[src/rtl/instr_sequencer.sv]
// Multi-cycle control sequencer: decodes one instruction at a time and steps it through EXEC/MEM/WB.
// Latency: ready again 2 (STORE), 3 (ALU/ALUI) or 4 (LOAD) cycles from the transfer edge.
// Backpressure: instr_ready only in IDLE; a held instr_valid is taken at the next IDLE edge. Option: R0_ZERO_EN.
module instr_sequencer #(
    parameter int CNT_W           = 16,
    parameter bit HALT_ON_ILLEGAL = 1'b1
) (
    input  logic             clock,
    input  logic             reset,
    input  logic [31:0]      instr,
    input  logic             instr_valid,
    output logic             instr_ready,
    input  logic [3:0]       status,
    output logic             write,
    output logic [4:0]       writeReg,
    output logic [4:0]       readA,
    output logic [4:0]       readB,
    output logic [4:0]       sel,
    output logic             muxSel,
    output logic             cin,
    output logic             writeRam,
    output logic             wb_sel,
    output logic [3:0]       flags,
    output logic [CNT_W-1:0] retired,
    output logic             halted,
    output logic             err_illegal
);

    typedef enum logic [2:0] {S_IDLE, S_EXEC, S_MEM, S_WB, S_HALTED} state_t;

    localparam logic [2:0] C_NOP   = 3'b000;
    localparam logic [2:0] C_ALU   = 3'b001;
    localparam logic [2:0] C_ALUI  = 3'b010;
    localparam logic [2:0] C_LOAD  = 3'b011;
    localparam logic [2:0] C_STORE = 3'b100;
    localparam logic [2:0] C_HALT  = 3'b101;

    state_t           state_q, state_d;
    logic [2:0]       cls_q, cls_d;
    logic [4:0]       sel_q, sel_d, rd_q, rd_d, ra_q, ra_d, rb_q, rb_d;
    logic             cin_q, cin_d;
    logic [3:0]       flags_q, flags_d;
    logic [CNT_W-1:0] retired_q, retired_d;
    logic             err_q, err_d;
    logic             xfer;
    logic             unused_bits;

    assign unused_bits = ^instr[7:0];

    // Gated by reset so the upstream never sees ready while the sequencer is held.
    assign instr_ready = (state_q == S_IDLE) && reset;
    assign xfer        = instr_valid && instr_ready;
    assign flags       = flags_q;
    assign retired     = retired_q;
    assign halted      = (state_q == S_HALTED);
    assign err_illegal = err_q;

    always_comb begin
        state_d   = state_q;
        cls_d     = cls_q;
        sel_d     = sel_q;
        rd_d      = rd_q;
        ra_d      = ra_q;
        rb_d      = rb_q;
        cin_d     = cin_q;
        flags_d   = flags_q;
        retired_d = retired_q;
        err_d     = err_q;
        write     = 1'b0;
        writeReg  = '0;
        readA     = '0;
        readB     = '0;
        sel       = '0;
        muxSel    = 1'b0;
        cin       = 1'b0;
        writeRam  = 1'b0;
        wb_sel    = 1'b0;

        // Control pins come straight from the latched fields and hold from EXEC through WB.
        if (state_q == S_EXEC || state_q == S_MEM || state_q == S_WB) begin
            writeReg = rd_q;
            readA    = ra_q;
            readB    = rb_q;
            sel      = sel_q;
            muxSel   = (cls_q == C_ALUI);
            cin      = cin_q;
        end

        case (state_q)
            S_IDLE: begin
                if (xfer) begin
                    cls_d = instr[31:29];
                    sel_d = instr[28:24];
                    rd_d  = instr[23:19];
                    ra_d  = instr[18:14];
                    rb_d  = instr[13:9];
                    cin_d = instr[8];
                    case (instr[31:29])
                        C_NOP: retired_d = retired_q + CNT_W'(1);
                        C_HALT: begin
                            retired_d = retired_q + CNT_W'(1);
                            state_d   = S_HALTED;
                        end
                        C_ALU, C_ALUI, C_LOAD, C_STORE: state_d = S_EXEC;
                        default: begin
                            err_d   = 1'b1;
                            state_d = HALT_ON_ILLEGAL ? S_HALTED : S_IDLE;
                        end
                    endcase
                end
            end
            S_EXEC: begin
                if (cls_q == C_STORE) begin
                    writeRam  = 1'b1;
                    retired_d = retired_q + CNT_W'(1);
                    state_d   = S_IDLE;
                end else if (cls_q == C_LOAD) begin
                    state_d = S_MEM;
                end else begin
                    state_d = S_WB;
                end
            end
            S_MEM: begin
                wb_sel  = 1'b1;
                state_d = S_WB;
            end
            S_WB: begin
`ifdef R0_ZERO_EN
                write = (rd_q != 5'd0);
`else
                write = 1'b1;
`endif
                wb_sel = (cls_q == C_LOAD);
                if (cls_q == C_ALU || cls_q == C_ALUI) begin
                    flags_d = status;
                end
                retired_d = retired_q + CNT_W'(1);
                state_d   = S_IDLE;
            end
            S_HALTED: state_d = S_HALTED;
            default:  state_d = S_IDLE;
        endcase
    end

    always_ff @(posedge clock or negedge reset) begin
        if (!reset) begin
            state_q   <= S_IDLE;
            cls_q     <= '0;
            sel_q     <= '0;
            rd_q      <= '0;
            ra_q      <= '0;
            rb_q      <= '0;
            cin_q     <= 1'b0;
            flags_q   <= '0;
            retired_q <= '0;
            err_q     <= 1'b0;
        end else begin
            state_q   <= state_d;
            cls_q     <= cls_d;
            sel_q     <= sel_d;
            rd_q      <= rd_d;
            ra_q      <= ra_d;
            rb_q      <= rb_d;
            cin_q     <= cin_d;
            flags_q   <= flags_d;
            retired_q <= retired_d;
            err_q     <= err_d;
        end
    end

endmodule

[config.mk]
export PLATFORM = sky130hd
export DESIGN_NAME = instr_sequencer
export DESIGN_NICKNAME = d
export VERILOG_FILES = /design/src/rtl/instr_sequencer.sv
export SDC_FILE = /design/constraint.sdc
export NUM_CORES = 1
export LEC_CHECK = 0
export CAP_MARGIN = 20
export CORE_UTILIZATION = 35
export CTS_CLUSTER_SIZE = 14
export DETAILED_ROUTE_END_ITERATION = 6
export PLACE_DENSITY = 0.66
export RECOVER_POWER = 25
export SYNTH_ARGS = -nofsm -noshare
export SYNTH_HDL_FRONTEND = slang
export SYNTH_SLANG_ARGS = --single-unit
[constraint.sdc]
create_clock -name clock -period 2.25 [get_ports clock]
set_input_delay 0.225 -clock clock [delete_from_list [all_inputs] [get_ports clock]]
set_output_delay 0.225 -clock clock [all_outputs]
set_load 0.02 [all_outputs]
-- Yosys cells after proc, flatten, opt, wreduce, memory -nomap -nowiden
Cells that the tools add are included.
- bits in registers: 48
- bits in latches: 0
- bits in writable memories: 0
- memory bits (read-only): 0
- memories: 0
- add/sub/neg operators: 1
- $mul: 0
- div/mod/pow operators: 0
- order comparisons: 0
- equal/unequal tests: 17
- shifts and indexed selects: 0
- mux-type cells: 19
- bitwise gates (word level): 1
- reduce and logical (&&, ||, !) cells: 16
- operators with widths (operator ; number):
    two-way mux 16 bit ; 3
    case mux 16 bit (3 select lines) ; 1
    two-way mux 5 bit ; 4
    equality test 3 x 2 -> 1 bit, second input constant ; 6
    adder 16 x 1 -> 16 bit, second input constant ; 1
    equality test 3 bit, second input constant ; 4
    case mux 3 bit (4 select lines) ; 1
    equality test 3 x 1 -> 1 bit, second input constant ; 3
    logical NOT 3 bit ; 2
    two-way mux 1 bit ; 6
    != test 2 bit, second input constant ; 3
    case mux 3 bit (2 select lines) ; 1
    AND reduction 2 bit ; 3
    OR reduction 6 bit ; 1
    AND reduction 4 bit ; 1
    OR reduction 4 bit ; 1
    logical OR 1 bit ; 3
    two-way mux 3 bit ; 1
    AND reduction 3 bit ; 1
    nonzero test 3 bit ; 1
    logical AND 1 bit ; 2
    two-way mux 2 bit ; 1
    != test 2 x 1 -> 1 bit, second input constant ; 1
    case mux 1 bit (2 select lines) ; 1
    other kinds (2) ; 2

-- Logic depth before layout (Yosys ltp)
Gate-level depths: netlist (run 1).
- word-level depth: 5
- depth in mapped cells: 6

-- Least setup slack after synthesis (run 1)
Ideal clock, no wire load.
- path kind: register to output
- start point: reg state_q[0]
- end point: out muxSel
- data arrival time: 1555 ps
- required time: 2025 ps
- slack: 470 ps
- cell stages (with the launch flop): 5
- buffers on the path: 1
- path through: dfrtp_1 -> clkbuf_1 -> nor2_1 -> nor2_1 -> nor4bb_1
- word-level cells in the longest chain between the ends: 4
- elaborated cells between the ends (all ways): 6
- classes of those cells: 3 x eq/ne; 1 x mux; 2 x reduce/logical
- ends and longest elaborated chain (item ; line ; RTL):
    start, declared ; 38 ; state_t state_q, state_d;
    start signal, assigned ; 158 ; state_q <= state_d;
    equality test 3 x 1 -> 1 bit / equality test 3 x 2 -> 1 bit (equally long branches) ; 80 ; if (state_q == S_EXEC || state_q == S_MEM || state_q == S_WB) begin
    logical OR 1 bit ; 80 ;
    logical OR 1 bit (*) ; 80 ;
    two-way mux 1 bit (*) ; 80 ;
    end, declared ; 19 ; output logic muxSel,
Every way passes the cells marked *; elsewhere a longest branch is shown, timed or not.

-- Worst setup path in the final report (run 1)
- start point: reg state_q[2]
- end point: out readA[2]
- word-level cells in the longest chain between the ends: 4
- elaborated cells between the ends (all ways): 6
- classes of those cells: 3 x eq/ne; 1 x mux; 2 x reduce/logical
- ends and longest elaborated chain (item ; line ; RTL):
    equality test 3 x 1 -> 1 bit / equality test 3 x 2 -> 1 bit (equally long branches) ; 80 ;
    logical OR 1 bit ; 80 ;
    logical OR 1 bit (*) ; 80 ;
    two-way mux 5 bit (*) ; 80 ;
    end, declared ; 16 ; output logic [4:0] readA,
Marks and branches as above.

==> flow_metrics.py, run 1 <==
metrics = {
    "status": {
        "outcome": "finished, final reports clean",
    },
    "run": {
        "cap_violations": 0,
    },
    "timing": {
        "tightest_slew_ps": 994,
        "rsz0062_at_grt": "no",
        "slew_headroom_pct": 33.7,
        "finalSetupTns_ps": 0,
        "clock_skew_ps": 9.48,
        "finalHoldViolations": 0,
        "timing.final.crit_share_pct": 94.4,
        "min_period_ps": 2120,
        "fin_ws_ps": 127,
        "max_freq_mhz": 471,
        "slew_viol_final": 0,
        "setup_violations": 0,
    },
    "routing": {
        "drc_errors": 0,
        "vias": 1712,
        "vias_per_cell": 4.85,
        "antenna_left": 0,
        "wire_per_inst_um": 13.9,
        "dr.pass1.iters": 4,
        "drt_iter0_markers": 68,
        "wirelength_um": 4900,
    },
    "final_layout": {
        "seq_area_um2": 1200,
        "nFillCells": 574,
        "finalNetCount": 317,
        "drive_above_1_share_pct": 15.1,
        "multi_input_area_um2": 1010,
        "final_cell_area_um2": 3300,
        "finalNonFillerCells": 353,
        "num_antenna_cells": 0,
        "area_growth_pct": 45.7,
        "utilization_pct": 54.1,
    },
    "logic_synthesis": {
        "synth_mux_area_share_pct": 14.6,
        "yosys_warnings": 0,
        "synth_top_area_share_pct": 53.0,
        "ys_seq_area_share_pct": 53.0,
        "synth_top_area_cell": "dfrtp_1",
        "yosys.area_share.adder_pct": 0.552,
        "synthTopCellsByArea": "dfrtp_1, mux2_2, and2_1, xnor2_1, mux2_1",
        "synth-compound-area-share_pct": 3.48,
        "synthCells": 190,
        "syn-cell-area_um2": 2260,
        "syn-num-nets": 230,
        "synth_cell_types": 34,
        "ys_seq_elements": 48,
        "avgSynthCellArea_um2": 11.9,
        "synthSimpleGateAreaFrac_pct": 19.2,
        "synth_xor_area_share_pct": 6.96,
        "synth_top_family_by_area": "simple AND/OR/NAND/NOR gates",
    },
    "cts": {
        "clock-root-buffer": "clkbuf_8",
        "cts_buffers": 5,
        "clock_latency_ps": 300,
        "htree_levels": 2,
        "cts_tree": "yes",
        "cts_sinks": 48,
        "clk_pin_slew_ps": 90,
        "cts_buffer_depth": 2,
    },
    "min_path": {
        "hp-class": "in2async",
    },
    "placement": {
        "io_buffers": 78,
        "dp_hpwl_um": 3580,
        "pre_cts_slack_ps": 275,
        "place_congestion": 0.787,
        "dp_cells": 344,
        "placed_area_um2": 3170,
    },
    "pwr": {
        "peakVddDrop_v": 0.000696,
        "powerDensity_nw_per_um2": 1380,
        "p_leak_nw": 1.37,
    },
    "die": {
        "row_count": 28,
        "dieArea_um2": 6800,
        "io_pins": 87,
        "die_x_um": 82.4,
        "die_h_um": 82.4,
        "start_util_pct": 37.2,
        "core_area_um2": 6100,
    },
    "worst_setup_path": {
        "path_cells": "nor2_1, buf_6, and2_1, clkdlybuf4s50_1",
        "worstReg2RegStart": "state_q[1]$_DFFE_PN0P_",
        "worstSetupPathType": "reg2out",
        "r2r-end": "retired[1]$_DFFE_PN0P_",
        "max_stage_delay_ps": 610,
        "required_ps": 2030,
        "cp_max_fo": 21,
        "ff2ff_path_depth": 5,
        "end_kind": "output port",
        "crit_arrival_ps": 1900,
        "start_kind": "flop",
        "r2r_setup_slack_ps": 380,
        "critical_path.slowest_cell": "clkdlybuf4s50_1",
    },
    "grt": {
        "grt_overflow": 0,
        "grt_max_degree": 41,
        "grt_pass1_wl_um": 7870,
        "antenna_found_initial": 0,
        "grt.total_usage_pct": 15.7,
        "grt_pass1_vias": 1706,
    },
}
cells in the mapped netlist:
library cell,number
mux2_1,11
o21ai_0,2
buf_2,3
o31ai_2,1
nand3_1,5
and3_1,2
mux2_4,1
nand4_1,11
or4b_4,1
xnor2_1,16
nand2b_1,1
mux2_2,17
clkbuf_1,3
a21oi_4,1
dfrtp_1,48
nand2_2,2
and2_1,24
o21a_1,2
buf_1,1
xor2_1,2
nand3b_1,1
nor2_1,12
nand2_1,6
nor4_1,2
nor3_1,1
a41o_1,1
nor3b_1,1
nor4bb_1,1
inv_1,2
nand4b_1,3
a21oi_1,3
nor3_2,1
ha_1,1
buf_6,1
placed cells by master, fill, tap and decap left out, types with 2 or more instances in the layout:
cell type / n
clkdlybuf4s50_1: 75
dfrtp_1: 48
and2_1: 24
mux2_2: 17
xnor2_1: 16
nor2_1: 12
nand4_1: 11
mux2_1: 11
nand2_1: 6
buf_4: 6
nand3_1: 5
clkbuf_8: 5
a21oi_1: 3
nand4b_1: 3
inv_1: 2
nor4_1: 2
xor2_1: 2
nand2_2: 2
and3_1: 2
o21ai_0: 2
o21a_1: 2
dlymetal6s2s_1: 2
worst max-delay path, delay by kind of cell (launching register included):
family | cells | cell delay (ps)
simple gates | 2 | 340
buf+inv | 2 | 800
flops | 1 | 450
logic make-up (layout without fill, tap and decap cells):
family                   Yosys count  after routing
flip-flops                        48             48
adder cells (fa/ha/maj)            1              1
AO/OA/AOI/OAI                     10             10
AND/OR/NAND/NOR                   74             74
buffers and inverters             10             98
multiplexers                      29             29
XOR/XNOR                          18             18
area by class of cell:
cell class / count / area share (%)
flip-flops and latches: 48 / 36.4
clock buffers: 5 / 2.08
clock inverters: 3 / 1.29
multi-input cells: 132 / 30.7
inverters: 2 / 0.227
well taps: 75 / 2.84
repair buffers: 88 / 26.4
where the power goes:
group          internal (mW)  switching, mW  total [mW]
logic                   1.29           1.21        2.50
clock network          0.329          0.303       0.633
registers               1.20          0.218        1.42
worst max-delay path by stage:
stage	to	start	depth (start not counted)
floorplan	muxSel	state_q[0]$_DFFE_PN0P_	4
global placement	retired[15]$_DFFE_PN0P_	instr[31]	6
detailed placement	retired[5]$_DFFE_PN0P_	instr[31]	6
CTS	readA[2]	state_q[2]$_DFFE_PN0P_	4
global route	readB[1]	state_q[2]$_DFFE_PN0P_	4
finish	readA[2]	state_q[2]$_DFFE_PN0P_	4
stage by stage:
| stage | total power [mW] | hold slack (ps) |
|---|---|---|
| global placement | 3.92 | 99.5 |
| global route | 4.83 | 339 |
| detailed placement | 3.96 | 101 |
| floorplan | 2.88 | -70.6 |
| CTS | 4.61 | 324 |
| finish | 4.55 | 324 |
flip-flops by register name (all words and copies together), names as in the netlist:
name	cells
sel_q	5
retired	16
cls_q	3
cin_q	1
state_q	3
flags	4
ra_q	5
rb_q	5
rd_q	5
err_illegal	1
routing by layer:
metal / track usage [%] / wire (um)
met5: 0 / 0
met4: 5.79 / 71
met3: 3.41 / 165
met2: 26.6 / 2470
met1: 19.4 / 2190
repair_timing:
item	in CTS	in global routing
resized for setup	0	3
hold buffers	1	0
endpoints found under the setup margin	0	3
setup buffers	0	0
endpoints found under the hold margin	8	0
(Power assumes the default switching activity.)
==> run 2: changes to the inputs <==
--- a/config.mk
+++ b/config.mk
@@ -11,6 +11,7 @@
 export DETAILED_ROUTE_END_ITERATION = 6
 export PLACE_DENSITY = 0.66
 export RECOVER_POWER = 25
+export SETUP_SLACK_MARGIN = 0.1
 export SYNTH_ARGS = -nofsm -noshare
 export SYNTH_HDL_FRONTEND = slang
 export SYNTH_SLANG_ARGS = --single-unit
==> flow_metrics.py, run 2 (synthesis results as in run 1) <==
metrics = {
    "status": {
        "outcome": "finished, final reports clean",
    },
    "final_layout": {
        "largest_reg_flops": 16,
        "final_cell_area_um2": 3310,
        "layout_commonest_cell": "clkdlybuf4s50_1",
        "finalNetCount": 317,
        "finalNonFillerCells": 353,
        "final_cell_mix": "clkdlybuf4s50_1, dfrtp_1, and2_1, mux2_2, xnor2_1",
        "num_antenna_cells": 0,
        "area_growth_pct": 46.1,
        "drive_above_1_share_pct": 15.5,
        "utilization_pct": 54.3,
    },
    "routing": {
        "wl_met1_um": 2170,
        "drc_errors": 0,
        "antenna_left": 0,
        "drt_iter0_markers": 51,
        "met3_length_um": 170,
        "wire_per_inst_um": 13.9,
        "dr.pass1.iters": 4,
        "wirelength_um": 4900,
        "vias_per_cell": 4.85,
        "wl_met2_um": 2480,
        "vias": 1713,
        "dr.max_layer_used": "met4",
    },
    "die": {
        "start_util_pct": 37.2,
        "core_area_um2": 6100,
        "dieArea_um2": 6800,
        "row_count": 28,
        "io_pins": 87,
        "die_x_um": 82.4,
        "die_h_um": 82.4,
    },
    "worst_setup_path": {
        "r2r_setup_slack_ps": 380,
        "crit_path_start": "state_q[2]$_DFFE_PN0P_",
        "path_cells": "nor2_2, buf_6, and2_1, clkdlybuf4s50_1",
        "critical_path.slowest_cell": "clkdlybuf4s50_1",
        "worstSetupPathType": "reg2out",
        "crit_arrival_ps": 1850,
        "end_kind": "output port",
        "required_ps": 2030,
        "cp_max_fo": 21,
        "critical_path.top_delay_family": "buffers and inverters",
        "start_kind": "flop",
        "r2r-end": "retired[1]$_DFFE_PN0P_",
        "worstReg2RegStart": "state_q[1]$_DFFE_PN0P_",
        "path_buf_inv": 2,
        "cp.depth": 4,
        "max_stage_delay_ps": 600,
        "ff2ff_path_depth": 5,
    },
    "placement": {
        "placed_area_um2": 3170,
        "dp_hpwl_um": 3580,
        "dp_cells": 344,
        "io_buffers": 78,
        "place_congestion": 0.787,
        "pre_cts_slack_ps": 275,
    },
    "run": {
        "cap_violations": 0,
    },
    "timing": {
        "finalHoldViolations": 0,
        "hold_ws_ps": 322,
        "setup_violations": 0,
        "tightest_slew_ps": 996,
        "timing.final.crit_share_pct": 92.3,
        "min_period_ps": 2080,
        "rsz0062_at_grt": "no",
        "max_freq_mhz": 482,
        "clock_skew_ps": 9.43,
        "fin_ws_ps": 174,
        "slew_headroom_pct": 33.6,
        "finalSetupTns_ps": 0,
        "slew_viol_final": 0,
    },
    "cts": {
        "htree_levels": 2,
        "cts_sinks": 48,
        "clk_pin_slew_ps": 90,
        "clock-root-buffer": "clkbuf_8",
        "cts_buffer_depth": 2,
        "cts_setup_buffers": 0,
        "clock_latency_ps": 300,
        "cts_tree": "yes",
        "cts_buffers": 5,
    },
    "pwr": {
        "powerDensity_nw_per_um2": 1350,
        "peakVddDrop_v": 0.000684,
        "p_total_mw": 4.46,
        "p_leak_nw": 1.50,
    },
    "grt": {
        "antenna_found_initial": 0,
        "grt_max_degree": 41,
        "grt_pass1_vias": 1706,
        "grt_pass1_wl_um": 7880,
        "grt_overflow": 0,
        "grt.total_usage_pct": 15.7,
    },
    "min_path": {
        "hp-class": "in2async",
    },
}
-- run 2: cell count changes in the layout (fill, tap and decap cells not counted) --
cell	delta
dlygate4sd2_1	+10
nor2_1	-1
dlymetal6s2s_1	+7
nor2_2	+1
clkdlybuf4s50_1	-17
-- run 2: routing by layer --
metal	global-route usage (%)	up-vias
met5	0	-
met4	5.79	0
met3	3.41	6
met2	26.7	37
met1	19.4	844
li1	-	826
-- run 2: how the worst max path moves through the flow --
stage                         endpoint
5_1_grt                       readB[3]
6_report                      readA[4]
2_1_floorplan                   muxSel
3_3_place_gp   retired[15]$_DFFE_PN0P_
4_1_cts                       readB[0]
3_5_place_dp    retired[5]$_DFFE_PN0P_
-- run 2: timing repair --
action / 4_1_cts / 5_1_grt
gates resized for setup: 11 / 10
setup endpoints to repair: 22 / 14
endpoints found under the hold margin: 8 / 0
hold buffers: 1 / 0
-- run 2: worst reg2reg max path, stage by stage, from the launching register on --
cell,delay [ps]
dfrtp_1,400
buf_4,160
or4b_4,580
a21oi_4,210
nand2_2,100
mux2_4,310
-- run 2: cell type report --
cell class	count	area, um^2
multi-input combinational	132	1020
fill	573	2790
inverter	2	7.51
tap	75	93.8
sequential	48	1200
timing repair buffer	88	877
clock buffer	5	68.8
clock inverter	3	42.5
-- run 2: report_power, final --
group | leakage, nW | internal (mW) | switching (mW)
combinational | 0.848 | 1.20 | 1.20
clock | 0.0541 | 0.329 | 0.304
sequential | 0.594 | 1.20 | 0.219
==> run 3: changes to the inputs <==
--- a/config.mk
+++ b/config.mk
@@ -6,9 +6,11 @@
 export NUM_CORES = 1
 export LEC_CHECK = 0
 export CAP_MARGIN = 20
+export CORE_ASPECT_RATIO = 1.2
 export CORE_UTILIZATION = 35
 export CTS_CLUSTER_SIZE = 14
 export DETAILED_ROUTE_END_ITERATION = 6
+export GPL_TIMING_DRIVEN = 0
 export PLACE_DENSITY = 0.66
 export RECOVER_POWER = 25
 export SETUP_SLACK_MARGIN = 0.1
==> flow_metrics.py, run 3 (synthesis results as in run 1) <==
metrics = {
    "placement": {
        "place_congestion": 0.727,
        "io_buffers": 78,
        "dp_hpwl_um": 3600,
        "pre_cts_slack_ps": -99.7,
    },
    "worst_setup_path": {
        "crit_arrival_ps": 2230,
        "worstSetupPathType": "in2reg",
        "start_kind": "primary input",
        "cp_max_fo": 36,
        "cp.depth": 8,
        "path_buf_inv": 4,
        "path_cells": "dlygate4sd3_1, clkbuf_1, buf_12, nand2_1, o31ai_4, buf_2, nand4_1, xnor2_1",
        "critical_path.slowest_cell": "dlygate4sd3_1",
        "required_ps": 2440,
        "ff2ff_path_depth": 5,
        "max_stage_delay_ps": 520,
        "end_kind": "flop",
        "critical_path.top_delay_family": "buffers and inverters",
    },
    "timing": {
        "rsz0062_at_grt": "yes",
        "finalHoldViolations": 0,
        "timing.final.crit_share_pct": 90.8,
        "slew_headroom_pct": 54.4,
        "hold_ws_ps": 472,
        "max_freq_mhz": 490,
        "slew_viol_final": 0,
        "min_period_ps": 2040,
        "fin_ws_ps": 207,
        "clock_skew_ps": 4.90,
        "tightest_slew_ps": 682,
        "setup_violations": 0,
    },
    "pwr": {
        "p_total_mw": 4.25,
        "p_leak_nw": 1.43,
        "peakVddDrop_v": 0.000659,
        "powerDensity_nw_per_um2": 1300,
    },
    "routing": {
        "dr.pass1.iters": 4,
        "wire_per_inst_um": 13.5,
        "wirelength_um": 4850,
        "drc_errors": 0,
        "antenna_left": 0,
        "vias_per_cell": 4.82,
        "drt_iter0_markers": 41,
        "vias": 1734,
    },
    "die": {
        "die_h_um": 90.1,
        "core_area_um2": 6130,
        "start_util_pct": 37.0,
        "die_x_um": 75.4,
        "dieArea_um2": 6800,
        "io_pins": 87,
        "row_count": 31,
    },
    "cts": {
        "cts_tree": "yes",
        "clock_latency_ps": 300,
        "cts_sinks": 48,
        "cts_buffers": 5,
        "clk_pin_slew_ps": 80,
        "htree_levels": 2,
        "clock-root-buffer": "clkbuf_8",
        "cts_buffer_depth": 2,
    },
    "min_path": {
        "hp-class": "reg2reg",
        "hold_depth": 1,
    },
    "final_layout": {
        "multi_input_area_um2": 1030,
        "nFillCells": 602,
        "layout_commonest_cell": "clkdlybuf4s50_1",
        "num_antenna_cells": 0,
        "seq_area_um2": 1200,
        "utilization_pct": 53.4,
        "finalNetCount": 318,
        "largest_reg_flops": 16,
        "final_cell_mix": "clkdlybuf4s50_1, dfrtp_1, and2_1, dlygate4sd2_1, mux2_2",
        "area_growth_pct": 44.5,
        "drive_above_1_share_pct": 15.1,
    },
    "grt": {
        "grt_pass1_vias": 1761,
        "grt.total_usage_pct": 15.3,
        "grt_pass1_wl_um": 7970,
        "antenna_found_initial": 0,
        "grt_max_degree": 37,
        "grt_overflow": 0,
    },
    "status": {
        "outcome": "finished, final reports clean",
    },
    "run": {
        "cap_violations": 0,
    },
}
run 3: worst paths after layout:
path | start | endpoint | slack [ps]
setup / recovery | reset | retired[7]$_DFFE_PN0P_ | 210
hold / removal | retired[15]$_DFFE_PN0P_ | retired[15]$_DFFE_PN0P_ | 470
setup reg to reg | state_q[0]$_DFFE_PN0P_ | rd_q[1]$_DFFE_PN0P_ | 380
hold reg to reg | retired[15]$_DFFE_PN0P_ | retired[15]$_DFFE_PN0P_ | 470
max in group asynchronous | reset | sel_q[0]$_DFFE_PN0P_ | 660
min in group asynchronous | reset | flags[2]$_DFFE_PN0P_ | 500
run 3: routing by layer:
metal  up-vias  routed length, um  GRT usage [%]
met5         -                  0              0
met4         0                 46           4.17
met3         5                495           7.96
met2        65               2290           24.3
met1       831               2020           17.8
li1        833                  -              -
run 3: layout make-up:
type | instances | share of cell area [%]
clock inverter | 2 | 0.382
buffer | 8 | 1.57
inverter | 2 | 0.229
timing repair buffer | 81 | 24.3
multi-input combinational | 132 | 31.6
tap | 82 | 3.13
clock buffer | 5 | 2.10
sequential | 48 | 36.7
run 3: where the power goes:
part           total, mW  internal, mW  leakage (nW)  switching, mW
Sequential          1.42          1.20         0.594          0.214
Clock              0.495         0.211        0.0400          0.284
Combinational       2.34          1.11         0.795           1.23
Total               4.25          2.52          1.43           1.73
run 3: repair_timing:
action	4_1_cts	5_1_grt
endpoints found under the setup margin	23	14
hold buffers	2	0
endpoints found under the hold margin	15	0
resized for setup	29	5
setup buffers	0	0
run 3: stage by stage:
| step | std cells | area, um^2 | TNS, ps |
|---|---|---|---|
| finish | 360 | 3270 | 0 |
| detailed placement | 351 | 3160 | -1290 |
| global route | 360 | 3270 | 0 |
| global placement | 350 | 3150 | -101250 |
| floorplan | 190 | 2260 | 0 |
| CTS | 360 | 3250 | 0 |
